[src/rtl/sec32_pkg.sv]
// sec32_pkg
//   Shared definitions for the 32-bit SEC encoder/decoder pair.
//   codeword_t   : {cen, check[7:0], data[31:0]} as presented to the decoder
//   SEC32_CMASK  : per-check-bit data selection masks (c[k] = ^(d & SEC32_CMASK[k]))
//   sec32_check  : reference data -> check computation
package sec32_pkg;

    typedef struct packed {
        logic        cen;
        logic [7:0]  check;
        logic [31:0] data;
    } codeword_t;

    // Bit k of mask j set means data bit k participates in check bit j.
    localparam logic [31:0] SEC32_CMASK [0:7] = '{
        32'h00FF_1111,  // c0: 0,4,8,12,16-23
        32'hFF00_2222,  // c1: 1,5,9,13,24-31
        32'h0F0F_4444,  // c2: 2,6,10,14,16-19,24-27
        32'hF0F0_8888,  // c3: 3,7,11,15,20-23,28-31
        32'h1111_00FF,  // c4: 0-7,16,20,24,28
        32'h2222_FF00,  // c5: 8-15,17,21,25,29
        32'h4444_0F0F,  // c6: 0-3,8-11,18,22,26,30
        32'h8888_F0F0   // c7: 4-7,12-15,19,23,27,31
    };

    function automatic logic [7:0] sec32_check(input logic [31:0] data);
        logic [7:0] c;
        c = '0;
        for (int unsigned k = 0; k < 8; k++) begin
            c[k] = ^(data & SEC32_CMASK[k]);
        end
        return c;
    endfunction

endpackage

[src/rtl/sec32_check_encoder_parity_gen.sv]
// sec32_parity_gen
//   Purely combinational check-bit generator.
//   data_i  [31:0] : data word
//   check_o [7:0]  : check bits, c[k] = XOR of data bits selected by SEC32_CMASK[k]
module sec32_parity_gen
    import sec32_pkg::*;
(
    input  logic [31:0] data_i,
    output logic [7:0]  check_o
);

    always_comb begin
        check_o = '0;
        for (int unsigned k = 0; k < 8; k++) begin
            check_o[k] = ^(data_i & SEC32_CMASK[k]);
        end
    end

endmodule

[src/rtl/sec32_check_encoder.sv]
// sec32_check_encoder
//   Two-stage encoder for the 32-bit SEC decoder: S1 registers the input word,
//   S2 registers data plus computed check bits (optionally XORed with a one-shot
//   injection mask). Valid/ready on both sides, no skid buffer.
//   clk, rst              : clock, asynchronous active-high reset
//   in_valid/in_ready     : input handshake, in_data [31:0]
//   out_valid/out_ready   : output handshake
//   out_data/out_check    : codeword data [31:0] and check [7:0]; out_cen = out_valid
//   inj_arm/inj_mask      : arm a one-shot {check,data} XOR mask
//   inj_armed             : mask armed, not yet applied
//   out_words/inj_words   : transferred codewords / transferred injected codewords
module sec32_check_encoder
    import sec32_pkg::*;
#(
    parameter int unsigned CNT_W  = 16,
    parameter bit          INJ_EN = 1'b1
) (
    input  logic             clk,
    input  logic             rst,
    input  logic             in_valid,
    output logic             in_ready,
    input  logic [31:0]      in_data,
    output logic             out_valid,
    input  logic             out_ready,
    output logic [31:0]      out_data,
    output logic [7:0]       out_check,
    output logic             out_cen,
    input  logic             inj_arm,
    input  logic [39:0]      inj_mask,
    output logic             inj_armed,
    output logic [CNT_W-1:0] out_words,
    output logic [CNT_W-1:0] inj_words
);

    logic             s1_v_q, s1_v_d;
    logic [31:0]      s1_data_q, s1_data_d;
    logic             s2_v_q, s2_v_d;
    logic [31:0]      s2_data_q, s2_data_d;
    logic [7:0]       s2_check_q, s2_check_d;
    logic             s2_inj_q, s2_inj_d;
    logic             armed_q, armed_d;
    logic [39:0]      mask_q, mask_d;
    logic [CNT_W-1:0] out_words_q, out_words_d;
    logic [CNT_W-1:0] inj_words_q, inj_words_d;

    logic             s2_adv;
    logic             move;
    logic             out_fire;
    logic [7:0]       calc_check;
    logic [39:0]      apply_mask;
    codeword_t        out_cw;

    sec32_parity_gen u_parity (
        .data_i  (s1_data_q),
        .check_o (calc_check)
    );

    always_comb begin
        s2_adv     = !s2_v_q | out_ready;
        in_ready   = !s1_v_q | s2_adv;
        move       = s1_v_q & s2_adv;
        out_fire   = s2_v_q & out_ready;
        // A mask armed in the same cycle as a move only reaches the next word,
        // because the move uses the registered armed state.
        apply_mask = (INJ_EN && armed_q) ? mask_q : '0;

        s1_v_d      = s1_v_q;
        s1_data_d   = s1_data_q;
        s2_v_d      = s2_v_q;
        s2_data_d   = s2_data_q;
        s2_check_d  = s2_check_q;
        s2_inj_d    = s2_inj_q;
        armed_d     = armed_q;
        mask_d      = mask_q;
        out_words_d = out_words_q;
        inj_words_d = inj_words_q;

        if (in_ready) begin
            s1_v_d = in_valid;
            if (in_valid) begin
                s1_data_d = in_data;
            end
        end

        if (s2_adv) begin
            s2_v_d = s1_v_q;
            if (s1_v_q) begin
                {s2_check_d, s2_data_d} = {calc_check, s1_data_q} ^ apply_mask;
                s2_inj_d                = |apply_mask;
            end
        end

        if (INJ_EN && inj_arm) begin
            armed_d = 1'b1;
            mask_d  = inj_mask;
        end else if (move) begin
            armed_d = 1'b0;
        end

        if (out_fire) begin
            out_words_d = out_words_q + CNT_W'(1);
            if (s2_inj_q) begin
                inj_words_d = inj_words_q + CNT_W'(1);
            end
        end
    end

    always_ff @(posedge clk or posedge rst) begin
        if (rst) begin
            s1_v_q      <= 1'b0;
            s1_data_q   <= '0;
            s2_v_q      <= 1'b0;
            s2_data_q   <= '0;
            s2_check_q  <= '0;
            s2_inj_q    <= 1'b0;
            armed_q     <= 1'b0;
            mask_q      <= '0;
            out_words_q <= '0;
            inj_words_q <= '0;
        end else begin
            s1_v_q      <= s1_v_d;
            s1_data_q   <= s1_data_d;
            s2_v_q      <= s2_v_d;
            s2_data_q   <= s2_data_d;
            s2_check_q  <= s2_check_d;
            s2_inj_q    <= s2_inj_d;
            armed_q     <= armed_d;
            mask_q      <= mask_d;
            out_words_q <= out_words_d;
            inj_words_q <= inj_words_d;
        end
    end

    always_comb begin
        out_cw.cen   = s2_v_q;
        out_cw.check = s2_check_q;
        out_cw.data  = s2_data_q;
    end

    assign out_valid = s2_v_q;
    assign out_cen   = out_cw.cen;
    assign out_check = out_cw.check;
    assign out_data  = out_cw.data;
    assign inj_armed = armed_q;
    assign out_words = out_words_q;
    assign inj_words = inj_words_q;

endmodule

[config.mk]
export PLATFORM = sky130hd
export DESIGN_NAME = sec32_check_encoder
export DESIGN_NICKNAME = d
export VERILOG_FILES = /design/src/rtl/sec32_pkg.sv /design/src/rtl/sec32_check_encoder_parity_gen.sv /design/src/rtl/sec32_check_encoder.sv
export SDC_FILE = /design/constraint.sdc
export NUM_CORES = 1
export LEC_CHECK = 0
export CAP_MARGIN = 10
export CORE_MARGIN = 10
export CORE_UTILIZATION = 51
export CTS_CLUSTER_SIZE = 16
export DETAILED_ROUTE_END_ITERATION = 8
export GPL_TIMING_DRIVEN = 0
export PLACE_DENSITY = 0.9
export SLEW_MARGIN = 30
export SYNTH_ARGS = -nofsm -noshare
export SYNTH_HDL_FRONTEND = slang
export SYNTH_HIERARCHICAL = 1
export SYNTH_SLANG_ARGS = --single-unit
[constraint.sdc]
create_clock -name clk -period 6.8 [get_ports clk]
set_clock_uncertainty 0.05 [all_clocks]
set_input_delay 1.36 -clock clk [delete_from_list [all_inputs] [get_ports clk]]
set_output_delay 1.36 -clock clk [all_outputs]
set_load 0.05 [all_outputs]
After elaboration in Yosys (flattened, before gate mapping)
Cells that the tools add are included.

word-level totals
  output and inout port bits = 76
  bits in registers = 148
  logic and storage cells = 35

operators by class
  reductions and logical operators = 15
  bitwise operators = 5
  add/subtract/negate cells = 2
  multiplexer cells = 3

operator list
  kind                                           number
  XOR reduction 32 bit                           8
  two-way mux 40 bit                             1
  OR reduction 40 bit                            1
  bitwise XOR 40 bit                             1
  adder 16 x 1 -> 16 bit, second input constant  2
  AND reduction 2 bit                            3
  AND 1 bit                                      2
  zero test 1 bit                                2
  two-way mux 1 bit                              2
  bitwise OR 1 bit                               2
  nonzero test 2 bit                             1

Longest topological paths before layout
Gate-level depths: netlist of the first run.

  depth in word-level cells = 5
  depth in mapped cells = 6

Hierarchy
The synthesis of the first run kept the hierarchy.

modules (own cells, without submodules)
  module               instances  area an instance (um2)  seq. area each (um2)  cells an instance
  sec32_check_encoder  1          6,257.3                 3,703.6               506
  sec32_parity_gen     1          615.6                   0.0                   56

Worst setup path after synthesis of the first run
OpenSTA, ideal clock, no wires.

  path type = input-to-output
  from = input out_ready
  to = output in_ready
  slack = 3.534 ns
  stages = 1
  arrival = 1.856 ns
  required time = 5.390 ns
  cell sequence = nand3b_1

between the ends
  word-level cells in the longest chain between the ends = 2

RTL lines
  what              line                       text
  from (decl)       sec32_check_encoder.sv:24  input logic out_ready,
  bitwise OR 1 bit  sec32_check_encoder.sv:59  s2_adv = !s2_v_q | out_ready;
  bitwise OR 1 bit  sec32_check_encoder.sv:60  in_ready = !s1_v_q | s2_adv;
  to (decl)         sec32_check_encoder.sv:21  output logic in_ready,

No other way between the ends.

Worst setup path in the final report of the first run
Same ends and word-level chain as after synthesis.

==> qor.csv, run 1 <==
stage,metric,value,unit
status,status,completed,
cells_and_area,area grow syn2layout,35.4,%
detailed_routing,1st-pass router iterations,4,
cells_and_area,share of post-route cells with drive strength above 1,18.1,%
die,Core ar.,0.0132,sq mm
global_route,vias in the first global route,5335,
cells_and_area,most frequent cells in the layout,"clkdlybuf4s50_1, dfrtp_1, mux2_2, xnor2_1, nand2_1",
synth,Post-synth EDFFs,0,
worst_setup_path,CP arrival,3030,ps
detailed_routing,top routing layer used,met4,
synth,"Avg Cell Area, Syn",12.2,sq um
min_path,Worst Hold Class,reg -> reg,
placement,DP HPWL,13.3,mm
sta,Fin Hold WS,425,ps
sta,Slew @ Worst Pin,607,ps
detailed_routing,Final ANT Viol Nets,0,
min_path,hold path startpoint,out_words[15],
clock_tree,"CTS clk-pin slew, worst paths",60,ps
synth,Cells after Synth,562,
sta,Final Max Slew Viols,0,
die,Top Ports,153,
detailed_routing,DR vias/cell,5.30,
clock_tree,CTS tree,built,
sta,Slew HR,59.5,%
power,PwrDens,396,mW/mm^2
sta,final hold vios,0,
cells_and_area,final core occ,70.3,%
die,num rows,42,
clock_tree,Hold Buf Count CTS,0,
die,die width,136,um
worst_setup_path,Worst setup EP type,output pin,
clock_tree,root buffer cell,clkbuf_16,
placement,PortBufs,151,
placement,total instance count after detailed placement,890,
worst_setup_path,Crit Path Category,in -> out,
placement,Final GP Congestion,0.828,
sta,f_max,0.225,GHz
sta,Tmin final,4440,ps
synth,Synth Area in Adders,0.364,%
cells_and_area,"commonest non-fill, non-tap cell in the layout",clkdlybuf4s50_1,
sta,Setup TNS,0,ps
global_route,largest net degree at the start of global routing,89,
clock_tree,H-tree depth,4,
synth,number of synthesized register bits,148,
worst_setup_path,CP Max Fanout,7,
detailed_routing,via count,4881,
job,max cap viols,0,
sta,Final WS setup,2360,ps
cells_and_area,diode count,0,
synth,ranking of synthesized cells by area,"dfrtp_1, mux2_2, xnor2_1",
synth,syn_nets,641,
synth,synthesized cell area,0.00687,sq mm
clock_tree,clock latency on the worst-skew pair,430,ps
detailed_routing,met2 WL,9.04,mm
sta,Tcrit/Tclk final,65.3,%
sta,RSZ-0062 raised after global routing,false,
synth,Yosys top cell area share,53.9,%
die,Initial Utilization,51.9,%
global_route,total grt overflow,0,
synth,XOR/XNOR Fraction of Synth Area,17.9,%
power,Leakage,3.95,nW
clock_tree,CTS max path bufs,2,
cells_and_area,nets@finish,812,
die,Die ar.,0.0185,sq mm
detailed_routing,DRC Markers,0,
placement,DP Worst Slack,2370,ps
global_route,Total GRT Usage,19.6,%
detailed_routing,met1 wire length,7.31,mm
worst_setup_path,Critical Path RT,5390,ps
min_path,hold depth,1,
cells_and_area,Layout Cells excl Fill,921,
sta,final setup violating endpoints,0,
worst_setup_path,Crit Reg-Reg Startpoint,s1_data_q[20],
detailed_routing,routed len/inst,19.3,um
worst_setup_path,startpoint types,input port,
clock_tree,PostCTS Resize Cnt,0,
detailed_routing,final wirelength,17.8,mm
clock_tree,CTS buffer count,17,
synth,Synth cell types,35,
synth,"Async S/R FF share, synth",100,%
synth,"Seq/Total Area, Yosys",53.9,%
synth,post-synthesis simple-gate area fraction,10.1,%
synth,leading area contributor after synthesis,dfrtp_1,
synth,Synthesis Warnings,6,
synth,largest family of logic cells by synthesized area,XOR/XNOR gates,
worst_setup_path,Worst R2R Path Depth,5,
synth,mux contribution to synthesized area,12.3,%
die,overall die height,136,um
detailed_routing,metal3 WL,1.19,mm
global_route,first-pass GRT wire length,28.4,mm
synth,Compound-Gate Fraction of Synth Area,3.15,%
global_route,initial antenna violation count,0,
detailed_routing,Detailed Route Iter0 Violations,360,
synth,Post-synth top flop,dfrtp_1,
power,VDD IR-drop max,0.000244,V
worst_setup_path,Setup crit start,out_ready,
clock_tree,clock net sink count,148,
clock_tree,post-CTS setup buffers,0,
==> per-stage QoR <==
| step | power (W) | cell area, sq um |
|---|---|---|
| 2_1_floorplan | 0.00219 | 6870 |
| 3_3_place_gp | 0.00261 | 8600 |
| 3_5_place_dp | 0.00265 | 8640 |
| 4_1_cts | 0.00371 | 9310 |
| 5_1_grt | 0.00384 | 9310 |
| 6_report | 0.00369 | 9310 |
==> report_power, final <==
group | switching (W) | leakage, nW | internal [W]
Combinational | 0.000805 | 1.87 | 0.000620
Clock | 0.000349 | 0.321 | 0.000697
Sequential | 0.000169 | 1.75 | 0.00105
==> sequential cells by signal (all words and copies together), names as in the netlist <==
signal / cells
out_data: 32
out_check: 8
s1_v_q: 1
inj_words: 16
s2_inj_q: 1
mask_q: 40
out_words: 16
s1_data_q: 32
out_cen: 1
inj_armed: 1
==> worst paths after layout <==
path                                 end  slack (ps)
max reg2reg                 out_check[4]        4900
max in group asynchronous      mask_q[7]        4630
max                             in_ready        2360
min                        out_words[15]         430
min reg2reg                out_words[15]         430
min in group asynchronous  inj_words[11]        1380
==> metal layers <==
layer,vias to the layer above,global-route usage [%]
met5,-,0
met4,0,5.86
met3,23,5.54
met2,164,33.5
met1,2462,23.6
li1,2232,-
==> worst max-delay path: stages <==
cell,delay [ps]
clkdlybuf4s50_1,600
nand3b_1,230
clkdlybuf4s50_1,840
==> cells in the mapped netlist (2+ instances only) <==
| cell | instances |
|---|---|
| a21oi_1 | 40 |
| and2_1 | 3 |
| and3_1 | 2 |
| and4_1 | 4 |
| buf_2 | 14 |
| buf_4 | 5 |
| clkbuf_1 | 2 |
| clkbuf_8 | 3 |
| dfrtp_1 | 148 |
| ha_1 | 2 |
| mux2_2 | 72 |
| nand2_1 | 50 |
| nand2b_1 | 2 |
| nand3_1 | 10 |
| nand4_1 | 11 |
| nor2_1 | 44 |
| nor4_1 | 10 |
| xnor2_1 | 70 |
| xnor2_2 | 2 |
| xnor3_1 | 8 |
| xor2_1 | 46 |
==> cell type report <==
cell class / instances / area (sq um)
clock buffers: 23 / 498
clock inverters: 8 / 170
plain buffers: 24 / 156
repair buffers: 152 / 1540
multi-input cells: 389 / 3010
flip-flops and latches: 148 / 3700
fillers: 940 / 3940
well taps: 176 / 220
inverters: 1 / 11.3
==> cells by family (layout without fill, tap and decap cells) <==
family                   after synthesis  count (layout)
XOR/XNOR                             126             126
multiplexers                          75              75
adder cells (fa/ha/maj)                2               2
buffers and inverters                 25             208
AND/OR/NAND/NOR                      144             144
flip-flops                           148             148
AO/OA/AOI/OAI                         42              42
No activity file was read; power rests on OpenSTA's default activity.
==> inputs of run 2 (changes only) <==
Clock period 6.8 ns to 4.5 ns, I/O delays scaled along.
==> qor.csv, run 2 (synthesized netlist as in run 1, its figures left out) <==
stage,metric,value,unit
worst_setup_path,Setup crit start,out_ready,
cells_and_area,share of post-route cells with drive strength above 1,18.7,%
sta,Final WS setup,996,ps
sta,Setup TNS,0,ps
power,Reg power frac,33.8,%
clock_tree,clock latency on the worst-skew pair,420,ps
power,Psw,0.00200,W
sta,Slew @ Worst Pin,569,ps
sta,final setup violating endpoints,0,
global_route,total grt overflow,0,
worst_setup_path,R2R Setup Slk,2570,ps
clock_tree,Hold Buf Count CTS,0,
detailed_routing,1st-pass router iterations,4,
cells_and_area,nets@finish,816,
clock_tree,"CTS clk-pin slew, worst paths",60,ps
sta,Tcrit/Tclk final,77.9,%
global_route,initial antenna violation count,0,
cells_and_area,Largest Register,mask_q,
worst_setup_path,CP arrival,2550,ps
global_route,largest net degree at the start of global routing,33,
worst_setup_path,Worst setup EP type,output pin,
die,Top Ports,153,
clock_tree,post-CTS setup buffers,0,
detailed_routing,routed len/inst,19.3,um
placement,Final GP Congestion,0.823,
global_route,first-pass GRT wire length,28.8,mm
cells_and_area,"commonest non-fill, non-tap cell in the layout",clkdlybuf4s50_1,
power,clock network power share,26.6,%
power,Leakage,3.96,nW
worst_setup_path,CP max stage delay,840,ps
detailed_routing,final wirelength,17.9,mm
die,overall die height,136,um
status,status,completed,
worst_setup_path,Critical Path RT,3550,ps
detailed_routing,via count,4924,
power,cell-internal power,0.00345,W
detailed_routing,DRC Markers,0,
die,Die ar.,0.0185,sq mm
power,Comb pwr share,39.6,%
worst_setup_path,"delay-heaviest family, CP",buffers and inverters,
cells_and_area,Fillers,947,
sta,Slew HR,62.0,%
worst_setup_path,Critical Path End,in_ready,
die,Core ar.,0.0132,sq mm
worst_setup_path,cell count along the critical path,3,
worst_setup_path,Reg2Reg Capture Point,out_check[7],
detailed_routing,Final ANT Viol Nets,0,
min_path,Worst Hold Class,reg -> reg,
clock_tree,clock net sink count,148,
sta,RSZ-0062 raised after global routing,false,
clock_tree,PostCTS Resize Cnt,0,
cells_and_area,final core occ,70.4,%
worst_setup_path,Crit Reg-Reg Startpoint,s1_data_q[6],
clock_tree,CTS tree,built,
sta,Tmin final,3500,ps
worst_setup_path,Crit Path Category,in -> out,
placement,DP HPWL,13.9,mm
worst_setup_path,CP Max Fanout,7,
worst_setup_path,Crit path buffers/inverters,2,
cells_and_area,area grow syn2layout,35.7,%
die,num rows,42,
worst_setup_path,"Cell Chain, Critical Path",clkdlybuf4s50_1 > nand3b_1 > clkdlybuf4s50_1,
power,PwrDens,584,mW/mm^2
cells_and_area,most frequent cells in the layout,"clkdlybuf4s50_1, dfrtp_1, mux2_2, xnor2_1, nand2_1",
cells_and_area,diode count,0,
clock_tree,CTS buffer count,17,
detailed_routing,DR vias/cell,5.32,
clock_tree,CTS max path bufs,2,
clock_tree,H-tree depth,4,
power,sw frac,36.7,%
sta,final hold vios,0,
die,die width,136,um
global_route,Total GRT Usage,20.0,%
job,max cap viols,0,
worst_setup_path,Crit path top cell by count,clkdlybuf4s50_1,
worst_setup_path,startpoint types,input port,
sta,Final Max Slew Viols,0,
power,VDD IR-drop max,0.000264,V
sta,f_max,0.285,GHz
die,Initial Utilization,51.9,%
global_route,vias in the first global route,5320,
clock_tree,root buffer cell,clkbuf_16,
cells_and_area,Largest register FFs,40,
worst_setup_path,Worst R2R Path Depth,5,
detailed_routing,Detailed Route Iter0 Violations,271,
placement,DP Worst Slack,1020,ps
worst_setup_path,"slowest stage cell, crit path",clkdlybuf4s50_1,
placement,PortBufs,151,
-- run 2: changes by cell type in the layout (fill, tap and decap cells not counted) --
cell / before / now
inv_8: 1 / 0
clkbuf_8: 8 / 7
buf_12: 0 / 4
clkinv_2: 1 / 6
bufinv_16: 5 / 3
-- run 2: per-layer routing --
| layer | vias up | global-route usage (%) | share of wire (%) |
|---|---|---|---|
| met4 | 0 | 7.40 | 2.2 |
| met2 | 182 | 34.1 | 50 |
| met1 | 2459 | 23.8 | 40 |
| met3 | 29 | 5.13 | 7.6 |
| li1 | 2254 | - | - |
| met5 | - | 0 | 0 |
-- run 2: worst reg2reg max path, cell delays in order (launching register included) --
cell	delay (ps)
dfrtp_1	440
xnor2_1	170
xnor2_1	350
xnor3_1	490
xor2_1	200
a21oi_1	100
-- run 2: worst min-delay path by stage --
| stage | from | cells past startpoint | slack [ps] | endpoint |
|---|---|---|---|---|
| finish | inj_words[15] | 1 | 430 | inj_words[15] |
| global route | inj_words[15] | 1 | 450 | inj_words[15] |
| CTS | inj_words[15] | 1 | 430 | inj_words[15] |
| detailed placement | inj_words[15] | 1 | 420 | inj_words[15] |
| global placement | out_words[15] | 1 | 410 | out_words[15] |
| floorplan | s1_v_q | 1 | 420 | out_cen |
-- run 2: layout make-up --
cell class	instances	area [sq um]	share of cell area [%]
plain buffers	24	156	1.68
clock buffers	22	484	5.19
clock inverters	10	128	1.37
inverters	1	7.51	0.0805
multi-input cells	389	3010	32.3
flip-flops and latches	148	3700	39.7
well taps	176	220	2.36
repair buffers	156	1620	17.4
-- run 2: power groups by stage --
stage / clock [W] / sequential, W / combinational (W)
2_1_floorplan: 0 / 0.00240 / 0.000913
3_3_place_gp: 0 / 0.00184 / 0.00210
3_5_place_dp: 0 / 0.00186 / 0.00215
4_1_cts: 0.00148 / 0.00184 / 0.00217
5_1_grt: 0.00153 / 0.00188 / 0.00227
6_report: 0.00145 / 0.00184 / 0.00216
-- run 2: metrics by stage --
stage	cells	area, sq um	total power (W)	hold slack [ps]
detailed placement	894	8720	0.00401	415
global placement	889	8610	0.00394	412
CTS	926	9330	0.00549	427
global route	926	9330	0.00568	450
floorplan	562	6880	0.00331	421
finish	926	9330	0.00545	428
==> inputs of run 3 (changes only) <==
Settings changed: CORE_UTILIZATION 51 to 46, PLACE_DENSITY 0.9 to 0.86.
Clock period 4.5 ns to 2.95 ns, I/O delays scaled along.
==> qor.csv, run 3 (synthesized netlist as in run 1, its figures left out) <==
stage,metric,value,unit
status,status,completed,
detailed_routing,DR vias/cell,5.19,
sta,Tcrit/Tclk final,85.4,%
die,overall die height,142,um
worst_setup_path,CP arrival,1880,ps
detailed_routing,DRC Markers,0,
detailed_routing,final wirelength,17.9,mm
worst_setup_path,startpoint types,flip-flop,
die,Die ar.,0.0202,sq mm
cells_and_area,Largest register FFs,40,
worst_setup_path,CP Max Fanout,9,
clock_tree,Hold Buf Count CTS,0,
detailed_routing,1st-pass router iterations,4,
worst_setup_path,R2R Setup Slk,1050,ps
clock_tree,root buffer cell,clkbuf_16,
power,clock network power share,24.8,%
worst_setup_path,Critical Path RT,2310,ps
worst_setup_path,"slowest stage cell, crit path",clkdlybuf4s50_1,
cells_and_area,diode count,0,
sta,Slew @ Worst Pin,612,ps
power,Psw,0.00304,W
die,Core ar.,0.0146,sq mm
sta,Setup TNS,0,ps
power,cell-internal power,0.00508,W
worst_setup_path,"Cell Chain, Critical Path",buf_4 > clkdlybuf4s50_1,
power,Reg power frac,34.7,%
sta,final setup violating endpoints,0,
sta,Tmin final,2520,ps
sta,Slew HR,59.1,%
die,num rows,44,
clock_tree,clock latency on the worst-skew pair,420,ps
global_route,Total GRT Usage,17.9,%
global_route,first-pass GRT wire length,28.3,mm
sta,final hold vios,0,
power,Leakage,3.94,nW
detailed_routing,via count,4833,
clock_tree,CTS max path bufs,2,
worst_setup_path,Worst setup EP type,output pin,
detailed_routing,routed len/inst,19.2,um
cells_and_area,area grow syn2layout,35.1,%
clock_tree,"CTS clk-pin slew, worst paths",50,ps
placement,DP HPWL,13.7,mm
clock_tree,CTS buffer count,17,
detailed_routing,Final ANT Viol Nets,0,
die,Top Ports,153,
cells_and_area,nets@finish,816,
global_route,initial antenna violation count,0,
die,Initial Utilization,47.1,%
sta,RSZ-0062 raised after global routing,false,
placement,PortBufs,151,
die,die width,142,um
worst_setup_path,Crit Path Category,reg -> out,
detailed_routing,Detailed Route Iter0 Violations,232,
cells_and_area,final core occ,63.7,%
sta,Final Max Slew Viols,0,
cells_and_area,most frequent cells in the layout,"clkdlybuf4s50_1, dfrtp_1, mux2_2, xnor2_1, nand2_1",
cells_and_area,share of post-route cells with drive strength above 1,18.2,%
cells_and_area,Largest Register,mask_q,
job,max cap viols,0,
sta,f_max,0.397,GHz
global_route,total grt overflow,0,
power,sw frac,37.4,%
min_path,Worst Hold Class,reg -> reg,
clock_tree,H-tree depth,4,
power,PwrDens,874,mW/mm^2
global_route,vias in the first global route,5175,
cells_and_area,"commonest non-fill, non-tap cell in the layout",clkdlybuf4s50_1,
global_route,largest net degree at the start of global routing,31,
clock_tree,CTS tree,built,
clock_tree,clock net sink count,148,
power,VDD IR-drop max,0.000464,V
worst_setup_path,CP max stage delay,790,ps
power,Comb pwr share,40.6,%
placement,Final GP Congestion,0.863,
==> run 3: cell count changes in the layout (fill, tap and decap cells not counted) <==
cell / delta
buf_16: +1
buf_12: -1
clkdlybuf4s50_1: -1
clkbuf_8: +3
clkbuf_1: +2
bufinv_16: -3
dlymetal6s2s_1: +1
clkinv_2: -4
==> run 3: per-stage QoR <==
step	power (W)	hold slack [ps]	instance area (sq um)	instances	setup WS, ps
2_1_floorplan	0.00505	421	6880	562	449
3_3_place_gp	0.00603	412	8620	897	-671
3_5_place_dp	0.00613	420	8730	902	52.7
4_1_cts	0.00817	428	9280	932	43.0
5_1_grt	0.00845	453	9290	932	367
6_report	0.00811	419	9290	932	430
==> run 3: critical path, delay by kind of cell (launching register included) <==
| kind | cells | cell delay (ps) |
|---|---|---|
| buf+inv | 2 | 950 |
| flops | 1 | 510 |
==> run 3: layer usage <==
layer	track usage (%)	vias to the layer above	wire, um
met2	29.2	151	8690
met5	0	-	0
met1	22.1	2404	7620
met4	7.80	0	372
met3	4.31	23	1200
li1	-	2255	-
==> run 3: final timing paths <==
check	start	to	depth (start not counted)
worst max register to register	s1_data_q[4]	out_check[7]	5
max in group asynchronous	rst	mask_q[6]	5
worst min register to register	out_words[15]	out_words[15]	1
worst max-delay path	out_cen	out_valid	2
worst min-delay path	out_words[15]	out_words[15]	1
min in group asynchronous	rst	inj_words[8]	2
==> run 3: layout make-up <==
class	count	area (sq um)
multi-input cells	389	3010
fillers	1097	5300
clock inverters	3	17.5
flip-flops and latches	148	3700
repair buffers	156	1630
well taps	184	230
plain buffers	24	156
inverters	1	7.51
clock buffers	27	533
==> run 3: repair_timing <==
item                       4_1_cts  5_1_grt
resized for setup                0        1
buffers inserted                 0        0
setup endpoints to repair        0        1
==> run 3: power by group through the flow <==
stage	logic, W	registers, W	clock network [W]
6_report	0.00329	0.00281	0.00201
5_1_grt	0.00347	0.00286	0.00212
4_1_cts	0.00332	0.00281	0.00205
3_5_place_dp	0.00330	0.00284	0
3_3_place_gp	0.00322	0.00281	0
2_1_floorplan	0.00139	0.00365	0
==> RTL edit 1 (flow settings as in run 2) <==
Set the parameter `CNT_W` to 32 (it was 16).
--- a/src/rtl/sec32_check_encoder.sv
+++ b/src/rtl/sec32_check_encoder.sv
@@ -13,5 +13,5 @@
     import sec32_pkg::*;
 #(
-    parameter int unsigned CNT_W  = 16,
+    parameter int unsigned CNT_W  = 32,
     parameter bit          INJ_EN = 1'b1
 ) (
Interface: changed (resized inj_words and out_words); port bits go from 153 to 185. The function was not compared with the original's and may differ.
==> RTL edit 1 against run 2 <==
  * Worst setup slack worse by 0.011 ns
  * Wire length up 21%
  * Maximum frequency down 0.30%
  * Sequential share of layout area up 0.74 points
  * Non-clock buffer count up 34
  * Synthesized area up 20%
  * Cell area up 19%
  * Sequential cell count up 32
  * Power up 5.1%
  * Largest power group unchanged
==> RTL edit 1: results (changes against run 2) <==
Drt
  • Drt total wl: 21650 um (was 17910 um)
  • DR iter-0 viols: 224 (was 271)
  • First-pass DRT Iterations: 4 (unchanged)
  • Vias: 5975 (was 4924)

Timing
  • Hold_ws: 0.4262 ns (was 0.4278 ns)
  • Slew HR: 0.5280 (was 0.6195)

Global route
  • Overall routing resource usage: 0.2062 (was 0.1999)
  • GR Overflow Total: 0 (unchanged)
  • Initial antenna violation count: 2 (was 0)
  • Vias in the first global route: 6414 (was 5320)
  • First-pass GRT wire length: 35450 um (was 28820 um)
  • Largest net degree at the start of global routing: 30 (was 33)

Final layout
  • Layout cells sized above 1: 0.1410 (was 0.1867)
  • Fin nets: 982 (was 816)
  • Fill cells: 1146 (was 947)

Clock network
  • Root Driver: clkbuf_16 (unchanged)
  • Maximum clock insertion buffer count: 2 (unchanged)
  • Inserted Clock Buffers: 17 (unchanged)
  • Worst-path clk slew: 0.06 ns (about the same)
  • Post-CTS Setup Inserts: 0 (unchanged)

Critical path
  • Worst-path fanout max: 5 (was 7)
  • R2R Setup Slk: 2.36 ns (was 2.57 ns)
  • CP peak stage delay: 0.88 ns (was 0.84 ns)
  • CP max stage cell: clkdlybuf4s50_1 (unchanged)
  • Top delay family on crit path: buffers and inverters (unchanged)
  • Worst Path Arrival: 2.56 ns (was 2.55 ns)

Logic synthesis
  • Synth Area in Compound Gates: 0.02618 (was 0.03149)
  • Unique masters post-synth: 37 (was 35)
  • Synth cell count leaders: dfrtp_1 (180), nand2_1 (113), xnor2_1 (81) (was dfrtp_1 (148), mux2_2 (72), xnor2_1 (70))
  • Seq/Total Area, Yosys: 0.5447 (was 0.5389)
  • Synth Area in Adders: 0.003026 (was 0.003641)
  • Synth area leaders: dfrtp_1 (54%), mux2_2 (10%), xnor2_1 (8.6%), xor2_1 (7.0%), nand2_1 (5.1%) (was dfrtp_1 (54%), mux2_2 (12%), xnor2_1 (8.9%), xor2_1 (5.9%), a21oi_1 (2.9%))
  • Synth Area in XOR/XNOR: 0.1834 (was 0.1788)
  • Post-Syn Nets: 773 (was 641)
  • Mux contribution to synthesized area: 0.1008 (was 0.1232)

Placed design
  • PortBufs: 183 (was 151)
  • Post-DP Area: 0.01055 mm2 (was 0.008716 mm2)
  • DP Wirelength: 16940 um (was 13880 um)
  • Global placer's final weighted congestion: 0.8217 (was 0.8226)

Worst hold path
  • Worst Hold Class: flop to flop (unchanged)

Pwr
  • NetSw: 2.065 mW (was 1.999 mW)
  • Static leakage: 4.833 nW (was 3.962 nW)
  • Clock power frac: 0.260 (was 0.266)
  • VDD IR max: 322.1 uV (was 264.3 uV)
  • Seq. pwr: 2.11 mW (was 1.84 mW)

Outcome
  • Status: complete, no violations (unchanged)
RTL edit 1: cell types whose count changed in the layout (fill, tap and decap cells not counted), sizes merged, moves of 6 or more:
cell                  run 2  this run
a21oi                    40         0
and3                      2        18
buf                      24        17
clkbuf                   27        37
clkdlybuf4s50           151       183
dfrtp                   148       180
nand2                    51       113
nand3                    10        16
nor2                     44        12
o21ai                     0        40
xnor2                    72        83
xor2                     46        67
RTL edit 1: cell type report:
type	count	area share
antenna	2	0.0004494
buffer	24	0.009775
timing repair buffer	190	0.1798
tap	216	0.02427
multi-input combinational	488	0.3276
clock buffer	23	0.04112
inverter	2	0.001011
sequential	180	0.4045
clock inverter	8	0.01146
RTL edit 1: worst paths after layout:
check,start,end,cells past startpoint
max in group asynchronous,rst,s1_data_q[11],5
max reg2reg,out_cen,out_words[31],5
min,out_check[6],out_check[6],2
min in group asynchronous,rst,out_words[8],2
min reg2reg,out_check[6],out_check[6],2
max,out_ready,in_ready,3
RTL edit 1: cells by family (layout without fill, tap and decap cells):
kind of cell               Yosys count  in the layout
other                                0              2
xor gates and xnor gates           158            158
and+or+nand+nor                    212            212
buffers and inverters               26            247
adders and majority gates            2              2
muxes                               74             74
DFF                                180            180
AOI/OAI and AO/OA                   42             42
RTL edit 1: stage by stage:
stage                     power [mW]  std cells  utilization  worst slack [ns]
after floorplan                3.538        694            -             1.241
after global placement         4.197       1093       0.6531           -0.1729
after detailed placement       4.264       1100       0.6638            0.9851
after CTS                      5.770       1131       0.7007            0.9782
after global routing           5.994       1132       0.7009            0.9475
final                          5.732       1133       0.7010            0.9850
RTL edit 1: per-layer routing:
layer  global-route usage  share of wire
met5                    0              0
met4              0.07185          0.021
met3              0.06265          0.071
met2               0.3508           0.51
met1               0.2420           0.40
==> RTL edit 2 (settings of run 2) <==
Without the edit above. Take the reset off `s1_data_q` and load it in a clocked block of its own.
--- a/src/rtl/sec32_check_encoder.sv
+++ b/src/rtl/sec32_check_encoder.sv
@@ -109,5 +109,4 @@
         if (rst) begin
             s1_v_q      <= 1'b0;
-            s1_data_q   <= '0;
             s2_v_q      <= 1'b0;
             s2_data_q   <= '0;
@@ -120,5 +119,4 @@
         end else begin
             s1_v_q      <= s1_v_d;
-            s1_data_q   <= s1_data_d;
             s2_v_q      <= s2_v_d;
             s2_data_q   <= s2_data_d;
@@ -130,4 +128,8 @@
             inj_words_q <= inj_words_d;
         end
+    end
+
+    always_ff @(posedge clk) begin
+        s1_data_q <= s1_data_d;
     end
 
Function: same outputs for any inputs over 4 cycles, from zero or initial values and one cycle with rst high; that may be too few to reach the edited logic, so the function may still have changed.
==> RTL edit 2 against run 2 <==
  * Power down 13%
  * Wire length down 5.9%
  * Synthesized cell count down 4.4%
  * Cell area down 3.4%
  * Worst setup slack worse by 0.036 ns
  * Final cell count down 3.5%
  * Sequential cell count unchanged
  * Synthesized area down 2.9%
==> RTL edit 2: results (changes against run 2) <==
Final layout
  • Fill cells: 904 (was 947)
  • Fin nets: 787 (was 816)
  • Top reg by flops: mask_q (unchanged)
  • Max reg flops: 40 (unchanged)
  • Layout cells sized above 1: 0.1442 (was 0.1867)

Critical path
  • Worst-path fanout max: 7 (unchanged)
  • CP max stage cell: clkdlybuf4s50_1 (unchanged)
  • R2R Setup Slk: 2.46 ns (was 2.57 ns)
  • CP peak stage delay: approximately 0.85 ns

Logic synthesis
  • Synth Area in Adders: 0.003749 (was 0.003641)
  • Seq/Total Area, Yosys: 0.5788 (was 0.5389)
  • Mux contribution to synthesized area: 0.07085 (was 0.1232)
  • Synth cell count leaders: dfrtp_1 (116), xnor2_1 (69), nand2_1 (56) (was dfrtp_1 (148), mux2_2 (72), xnor2_1 (70))
  • Post-Syn Nets: 616 (was 641)
  • Unique masters post-synth: 31 (was 35)
  • Post-synth EDFFs: 32 (was 0)
  • Most used DFF post-synth: dfrtp_1 (unchanged)
  • Synth Area in Compound Gates: 0.03187 (was 0.03149)
  • Synthesis Warnings: 6 (unchanged)
  • Synth Area in XOR/XNOR: 0.1841 (was 0.1788)
  • Asr flop ratio synth: 0.7838 (was 1.000)
  • Synth area leaders: dfrtp_1 (43%), edfxtp_1 (14%), xnor2_1 (9.1%), mux2_2 (7.1%), xor2_1 (6.2%) (was dfrtp_1 (54%), mux2_2 (12%), xnor2_1 (8.9%), xor2_1 (5.9%), a21oi_1 (2.9%))

Global route
  • Vias in the first global route: 5142 (was 5320)
  • Largest net degree at the start of global routing: 67 (was 33)
  • Overall routing resource usage: 0.1925 (was 0.1999)
  • First-pass GRT wire length: 27250 um (was 28820 um)
  • Initial antenna violation count: 2 (was 0)

Outcome
  • Status: complete, no violations (unchanged)

Pwr
  • Internal: 3.024 mW (was 3.453 mW)
  • Seq. pwr: 1.79 mW (was 1.84 mW)
  • Pwr dens: 524.7 mW/mm2 (was 584.4 mW/mm2)
  • Static leakage: 3.721 nW (was 3.962 nW)
  • VDD IR max: 301.0 uV (was 264.3 uV)
  • Comb power frac: 0.333 (was 0.396)

Clock network
  • Inserted Clock Buffers: 17 (unchanged)
  • Clk_lat worst skew: 0.42 ns (about the same)
  • Post-CTS Setup Inserts: 0 (unchanged)
  • Maximum clock insertion buffer count: 2 (unchanged)
  • Root Driver: clkbuf_16 (unchanged)
  • Htree depth: 4 (unchanged)
  • PostCTS Resize Cnt: 0 (unchanged)
  • Worst-path clk slew: approximately 0.050 ns

Drt
  • Via/cell ratio: 5.272 (was 5.317)
  • DR iter-0 viols: 242 (was 271)
  • Drt total wl: 16850 um (was 17910 um)
  • First-pass DRT Iterations: 4 (unchanged)

Timing
  • Tmin final: 3.541 ns (was 3.504 ns)
  • Hold_ws: 0.4327 ns (was 0.4278 ns)
  • Slew HR: 0.4563 (was 0.6195)

Worst hold path
  • Worst Hold Class: flop to flop (unchanged)

Placed design
  • Worst slack, placed: 0.9716 ns (was 1.019 ns)
  • Global placer's final weighted congestion: 0.8706 (was 0.8226)
  • DP Wirelength: 12840 um (was 13880 um)
  • PortBufs: 151 (unchanged)
## RTL edit 2: changes by cell type after synthesis, moves of 3 or more
cell	delta
and4_1	-4
clkbuf_8	-3
dfrtp_1	-32
edfxtp_1	+32
inv_1	+3
mux2_2	-30
nand2_1	+6
nor2_1	+3
## RTL edit 2: area by class of cell
class / count / share of cell area
Buffer: 20 / 0.01222
Clock buffer: 19 / 0.04806
Timing Repair Buffer: 152 / 0.1708
Sequential cell: 148 / 0.4289
Clock inverter: 13 / 0.01528
Inverter: 4 / 0.002222
Antenna cell: 1 / 0.0002778
Tap cell: 172 / 0.02389
Multi-Input combinational cell: 365 / 0.2983
## RTL edit 2: final timing paths
path,end,cells past startpoint,from
worst max register to register,out_check[3],5,s1_data_q[23]
worst min register to register,inj_words[15],1,inj_words[15]
max in group asynchronous,mask_q[7],3,rst
worst min-delay path,inj_words[15],1,inj_words[15]
worst max-delay path,in_ready,3,out_ready
min in group asynchronous,out_words[9],2,rst
## RTL edit 2: metrics by stage
| stage | area [um2] | TNS (ns) | std cells |
|---|---|---|---|
| after floorplan | 6675 | 0 | 537 |
| after global placement | 8402 | -109.73 | 860 |
| after detailed placement | 8436 | 0 | 861 |
| after CTS | 9006 | 0 | 893 |
| after global routing | 9006 | 0 | 893 |
| final | 9009 | 0 | 894 |
## RTL edit 2: per-layer routing
layer | vias up | GRT usage | part of all wire | routed length [um]
met1 | 2321 | 0.2272 | 0.40 | 6795
met3 | 38 | 0.06945 | 0.084 | 1420
li1 | 2155 | - | - | -
met2 | 197 | 0.3104 | 0.49 | 8200
met5 | - | 0 | 0.0011 | 19
met4 | 2 | 0.08222 | 0.025 | 416
## RTL edit 2: worst max-delay path: cells and delay by family
kind,cells,cell delay [ns]
buf+inv,2,1.47
simple gates,1,0.21
